**src/rtl/tape_mem.sv**
```systemverilog
// Parametrised tape memory: hardware zero-fill sweep, single-cycle INC/DEC read-modify-write,
// and a registered response carrying a zero flag for loop tests.
module tape_mem #(
    parameter int unsigned AW = 8,
    parameter int unsigned DW = 8
) (
    input  logic          clk,
    input  logic          rst_n,
    input  logic          i_req_valid,
    output logic          o_req_ready,
    input  logic [2:0]    i_req_op,
    input  logic [AW-1:0] i_req_addr,
    input  logic [DW-1:0] i_req_wdata,
    output logic          o_rsp_valid,
    output logic [DW-1:0] o_rsp_data,
    output logic          o_rsp_zero,
    output logic          o_busy
);

    localparam int unsigned Depth = 2 ** AW;

    localparam logic [2:0] OpRead  = 3'd0;
    localparam logic [2:0] OpWrite = 3'd1;
    localparam logic [2:0] OpInc   = 3'd2;
    localparam logic [2:0] OpDec   = 3'd3;
    localparam logic [2:0] OpClear = 3'd4;

    typedef enum logic {StClear, StIdle} state_e;

    state_e        r_state, w_state_next;
    logic [AW-1:0] r_clr_ptr, w_clr_ptr_next;
    logic [DW-1:0] r_mem [Depth];

    logic          w_accept;
    logic          w_we;
    logic [AW-1:0] w_waddr;
    logic [DW-1:0] w_wdata;
    logic [DW-1:0] w_rd_data;
    logic          w_rsp_fire;
    logic [DW-1:0] w_rsp_value;

    logic          r_rsp_valid;
    logic [DW-1:0] r_rsp_data;
    logic          r_rsp_zero;

    assign o_req_ready = (r_state == StIdle);
    assign o_busy      = (r_state == StClear);
    assign w_accept    = i_req_valid && o_req_ready;
    assign w_rd_data   = r_mem[i_req_addr];

    assign o_rsp_valid = r_rsp_valid;
    assign o_rsp_data  = r_rsp_data;
    assign o_rsp_zero  = r_rsp_zero;

    always_comb begin
        w_state_next   = r_state;
        w_clr_ptr_next = r_clr_ptr;
        w_we           = 1'b0;
        w_waddr        = i_req_addr;
        w_wdata        = i_req_wdata;
        w_rsp_fire     = 1'b0;
        w_rsp_value    = w_rd_data;
        unique case (r_state)
            StClear: begin
                w_we           = 1'b1;
                w_waddr        = r_clr_ptr;
                w_wdata        = '0;
                // Pointer wraps to 0 on the last address, leaving it ready for the next sweep.
                w_clr_ptr_next = r_clr_ptr + AW'(1);
                if (r_clr_ptr == '1) begin
                    w_state_next = StIdle;
                end
            end
            StIdle: begin
                if (w_accept) begin
                    case (i_req_op)
                        OpRead: begin
                            w_rsp_fire = 1'b1;
                        end
                        OpWrite: begin
                            w_we        = 1'b1;
                            w_rsp_fire  = 1'b1;
                            w_rsp_value = i_req_wdata;
                        end
                        OpInc: begin
                            w_we        = 1'b1;
                            w_wdata     = w_rd_data + DW'(1);
                            w_rsp_fire  = 1'b1;
                            w_rsp_value = w_wdata;
                        end
                        OpDec: begin
                            w_we        = 1'b1;
                            w_wdata     = w_rd_data - DW'(1);
                            w_rsp_fire  = 1'b1;
                            w_rsp_value = w_wdata;
                        end
                        OpClear: begin
                            w_state_next = StClear;
                        end
                        default: ;
                    endcase
                end
            end
            default: ;
        endcase
    end

    always_ff @(posedge clk or negedge rst_n) begin
        if (!rst_n) begin
            r_state     <= StClear;
            r_clr_ptr   <= '0;
            r_rsp_valid <= 1'b0;
            r_rsp_data  <= '0;
            r_rsp_zero  <= 1'b0;
        end else begin
            r_state     <= w_state_next;
            r_clr_ptr   <= w_clr_ptr_next;
            r_rsp_valid <= w_rsp_fire;
            if (w_rsp_fire) begin
                r_rsp_data <= w_rsp_value;
                r_rsp_zero <= (w_rsp_value == '0);
            end
        end
    end

    // Storage has no reset; the sweep zeroes it.
    always_ff @(posedge clk) begin
        if (w_we) begin
            r_mem[w_waddr] <= w_wdata;
        end
    end

endmodule

```
**config.mk**
```make
export PLATFORM = sky130hd
export DESIGN_NAME = tape_mem
export DESIGN_NICKNAME = d
export VERILOG_FILES = /design/src/rtl/tape_mem.sv
export SDC_FILE = /design/constraint.sdc
export NUM_CORES = 2
export LEC_CHECK = 0
export CAP_MARGIN = 20
export CORE_UTILIZATION = 45
export CTS_BUF_LIST = sky130_fd_sc_hd__clkbuf_8
export DETAILED_ROUTE_END_ITERATION = 10
export PLACE_DENSITY_LB_ADDON = 0.2
export SETUP_SLACK_MARGIN = 0.15
export SYNTH_ARGS = -nofsm -noshare
export SYNTH_HDL_FRONTEND = slang
export SYNTH_SLANG_ARGS = --single-unit
```
**constraint.sdc**
```tcl
create_clock -name clk -period 46.6 [get_ports clk]
set_input_delay 13.98 -clock clk [delete_from_list [all_inputs] [get_ports clk]]
set_output_delay 13.98 -clock clk [all_outputs]
set_load 0.02 [all_outputs]
```
-- Yosys cells after proc, flatten, opt, wreduce, memory -nomap -nowiden
Memories as Yosys holds them, arrays and structs flattened.
Cells that the tools add are included.
- flip-flop bits (word level): 19
- memory bits (writable): 2048
- bits of input ports: 22
- output and inout bits: 12
- logic and storage cells: 39
- memories: 1
- add/subtract/negate cells: 3
- equality and inequality tests: 5
- mux-type cells: 19
- bitwise logic cells: 1
- reductions and logical operators: 5
- memory list (name ; depth ; bits a word ; rd ports ; clocked after memory_dff ; wr ports ; RTL line ; source):
    r_mem ; 256 ; 8 ; 1 ; 0 ; 1 ; 32 ; logic [DW-1:0] r_mem [Depth];
- operators with widths (operator ; count):
    $mux 8 ; 4
    $pmux 8 s2 ; 2
    $pmux 8 s3 ; 1
    $add 8x1->8 const B ; 2
    $mux 1 ; 10
    $eq 8x8->1 const B ; 1
    $logic_not 8->1 ; 1
    $sub 8x1->8 const B ; 1
    $eq 3x2->1 const B ; 2
    $pmux 1 s2 ; 2
    $reduce_or 4->1 ; 1
    $eq 3x1->1 const B ; 1
    $eq 3x3->1 const B ; 1
    $logic_not 3->1 ; 1
    $reduce_or 3->1 ; 1
    $logic_and 1x1->1 ; 1
    $not 1->1 ; 1

-- Longest topological paths before layout
- word-level depth: 7
- gate-level depth with buffers: 22
- gate-level depth less buffers: 16

-- Worst setup path after synthesis
OpenSTA, ideal clock, no wires.
- kind: input to register
- start point: in i_req_addr[1]
- end point: mem r_mem[0][7], data pin
- library setup time: 2.187 ns
- data arrival time: 26.880 ns
- data required time: 44.413 ns
- setup slack: 17.533 ns
- stages: 12
- path buffers: 5
- cells stage by stage: buf_4 > buf_2 > buf_2 > buf_2 > buf_1 > mux4_2 > mux4_2 > mux4_2 > mux4_2 > clkinv_1 > xnor2_1 > o21ai_0
- word-level cells in the longest chain between the ends: 5
- elaborated cells on any way between the ends: 6
- RTL lines (item ; RTL line ; source):
    from (decl) ; 12 ; input logic [AW-1:0] i_req_addr,
    $mem_v2 256x8 * ; - ;
    $sub 8x1->8 / $add 8x1->8 (equally long branches) ; 93, 87 ;
    $pmux 8 s2 * ; 76 ; case (i_req_op)
    $mux 8 * ; 75 ; if (w_accept) begin
    $pmux 8 s2 * ; 63 ; unique case (r_state)
    net w_wdata[7] ; 37 ; logic [DW-1:0] w_wdata;
    to (decl) ; 32 ;
Mark *: on every way through the listed nets, which the timed path passes. The rest lies on a longest branch.

-- Final worst setup path
- start point: in i_req_addr[0]
- end point: mem r_mem[138][7], data pin
Same word-level chain as after synthesis.

==> results.md <==
- RSZ-0062 raised after global routing: false
- P&R area growth vs syn: 11.1%
- Worst-Margin Slew: 1.37 ns
- Final Hold Fails: 0
- Most common cell on crit path: buf_4
- Peak Freq: 46.6 MHz
- Cell taking the most area after synthesis: edfxtp_1
- Worst-path clk slew: 0.06 ns
- Yosys cell types: 70
- Die ar.: 0.182 mm²
- Final wirelength: 213000 µm
- Syn Inst Count: 3885
- Chip height: 426 µm
- Placer Congestion: 0.888
- PD cells: 44.2 mW/mm²
- Slowest cell on the critical path: buf_4
- Run status: completed
- Post-layout min period: 21.46 ns
- Most common cell in the netlist: edfxtp_1
- First-pass GRT wire length: 304000 µm
- Max stage delay on crit path: 0.80 ns
- Core ar.: 0.179 mm²
- GR Overflow Total: 0
- CP Buf/Inv Count: 8
- EDFF count, synth: 2048
- FF+latch count, synth: 2067
- Clock root cell: clkbuf_8
- Via density: 6.05
- P_leak: 28.6 nW
- Clock sink count: 2067
- Clock tree from TritonCTS: built
- Syn_nets: 3910
- Pins over their slew limit: 0
- Fin cells: 6731
- # setup viols final: 0
- Main synth FF type: edfxtp_1
- Initial antenna violation count: 6
- Asr flop ratio synth: 0.00919
- # hold bufs at CTS: 0
- Grt peak-use layer: met2
- Post-CTS resize count: 0
- Sequential fraction of the synthesis area: 0.765
- Data required time at the worst endpoint: 47.37 ns
- Crit path cell chain: buf_8, buf_4, buf_4, buf_4, mux4_2, mux4_2, a211oi_1, o221ai_1, nand4_1, and2_1, nand2_1, nor3_1, nor2_1, xnor2_1, o21ai_4, buf_4, buf_4, buf_4, buf_16
- Worst-skew pair later-pin latency: 1.05 ns
- Vias: 40700
- CP Launch Type: input port
- Largest net degree at the start of global routing: 213
- Met3 usage: 0.0512
- DP Wirelength: 127000 µm
- Fin crit share: 0.461
- Worst EP arrival: 22.24 ns
- Nets: 4167
- Worst VDD drop: 0.0233 mV
- Setup TNS: 0 ns
- Met2 GRT Util: 0.360
- Total design power: 3.98 mW
- Post-Syn Area: 0.0810 mm²
- H-tree depth: 5
- Worst Path Max Fanout: 95
- Avg WL per Cell: 31.7 µm
- GRT Total Usage: 0.236
- Setup crit end kind: flip-flop
- IO Port Bufs: 33
- TritonCTS Buffers: 346
- Clk_skew: 0.0793 ns
- Layout fillers: 14200
- Synth area leaders: edfxtp_1 76%, mux4_2 14%, mux2i_1 1.8%, nor2_1 1.4%, a22oi_1 0.78%
- Hold/Removal Path Class: reg2reg
- Max clock buf depth: 4
- Post-CTS Setup Inserts: 0
- Share of cells above drive strength 1: 0.238
- Kind of critical path: in2reg
- Rel. slew slack: 0.0891
- Top-area cell type share of the netlist area: 0.759
- Detailed-route DRC error count: 0
- Post-synthesis average cell area: 20.8 µm²
- Core Rows: 155
- Placed Instances: 6140
- 1st-iter DRT viols: 4595
- Antenna-violating nets left: 0
- Die W: 426 µm
- Met1 usage: 0.337
- CP delay by family, top: buffers and inverters
- Synth cell count leaders: 2048 x edfxtp_1, 489 x mux4_2, 310 x nor2_1
- # IOs: 34
- Initial core utilization: 0.453
- Vias in the first global route: 41200
- Reg2Reg Setup Slack: 40.17 ns
- Yosys warnings: 0
- First-pass DRT Iterations: 8
- Max cap viols: 0
- Final Util: 0.504
==> path summary, 6_finish.rpt <==
kind	startpoint	end	depth (start not counted)
max in group asynchronous	rst_n	o_rsp_data[7]	2
hold reg to reg	o_rsp_data[1]	o_rsp_data[1]	2
min in group asynchronous	rst_n	o_rsp_data[1]	1
setup / recovery	i_req_addr[0]	r_mem[138][7]	19
setup reg to reg	r_mem[255][1]	r_mem[105][4]	18
hold / removal	o_rsp_data[1]	o_rsp_data[1]	2
==> stage by stage <==
| stage | setup WS (ns) | hold slack (ns) | instance area, µm² |
|---|---|---|---|
| floorplan | 17.53 | 0.496 | 81000 |
| detailed placement | 23.68 | 0.476 | 83900 |
| CTS | 24.82 | 0.490 | 89800 |
| global placement | 23.77 | 0.482 | 83800 |
| global route | 24.55 | 0.509 | 90000 |
| finish | 25.14 | 0.482 | 90000 |
==> flip-flops by register name (all words and copies together), names as in the netlist <==
register     cells
r_mem         2048
o_rsp_data       8
r_clr_ptr        8
o_req_ready      1
o_rsp_valid      1
o_rsp_zero       1
==> logic make-up (layout without fill, tap and decap cells) <==
group | Yosys count | after routing | share of synthesized area
xor+xnor | 14 | 14 | 0.00151
fa+ha+maj | 3 | 3 | 0.000464
buf+inv | 232 | 722 | 0.0159
mux | 660 | 660 | 0.158
other cells | 0 | 1 | 0
flops | 2067 | 2067 | 0.765
compound gates | 340 | 340 | 0.0285
simple gates | 569 | 569 | 0.0308
==> layer usage <==
layer	vias up	part of all wire	wire length [µm]
met5	-	0.00015	31
met4	4	0.034	7150
met3	379	0.080	17100
met2	1821	0.46	99100
li1	16700	-	-
met1	21800	0.42	89900
==> placed cells by master (no fill, tap or decap), drive strengths merged, types with 19 or more instances in the layout <==
cell / instances
a21oi: 55
a22oi: 84
buf: 103
clkbuf: 351
clkdlybuf4s50: 27
clkinv: 130
dfrtp: 19
edfxtp: 2048
inv: 101
mux2: 24
mux2i: 147
mux4: 489
nand2: 127
nand3: 19
nor2: 311
nor2b: 19
o21ai: 58
o22ai: 30
==> where the power goes <==
part / leakage (nW) / internal [mW] / switching, mW
Sequential: 19.0 / 2.15 / 0.0134
Clock: 3.40 / 0.733 / 0.705
Combinational: 6.16 / 0.0974 / 0.284
Total: 28.6 / 2.98 / 1.00
==> tightest hold or removal path, cell delays in order (launching register included) <==
cell     delay [ns]
dfrtp_1        0.34
nand2_1        0.05
o21ai_0        0.06
==> final cells by class <==
class	instances	area [µm²]	area share
Clock buffer	351	4830	0.0537
Antenna cell	1	2.50	0.0000278
Timing Repair Buffer	130	1260	0.0140
Multi-Input combinational cell	1586	17800	0.198
Sequential cell	2067	62000	0.689
Tap cell	2355	2950	0.0328
Inverter	11	43.8	0.000487
Clock inverter	230	1110	0.0123
Power figures use the tool's default switching activity.
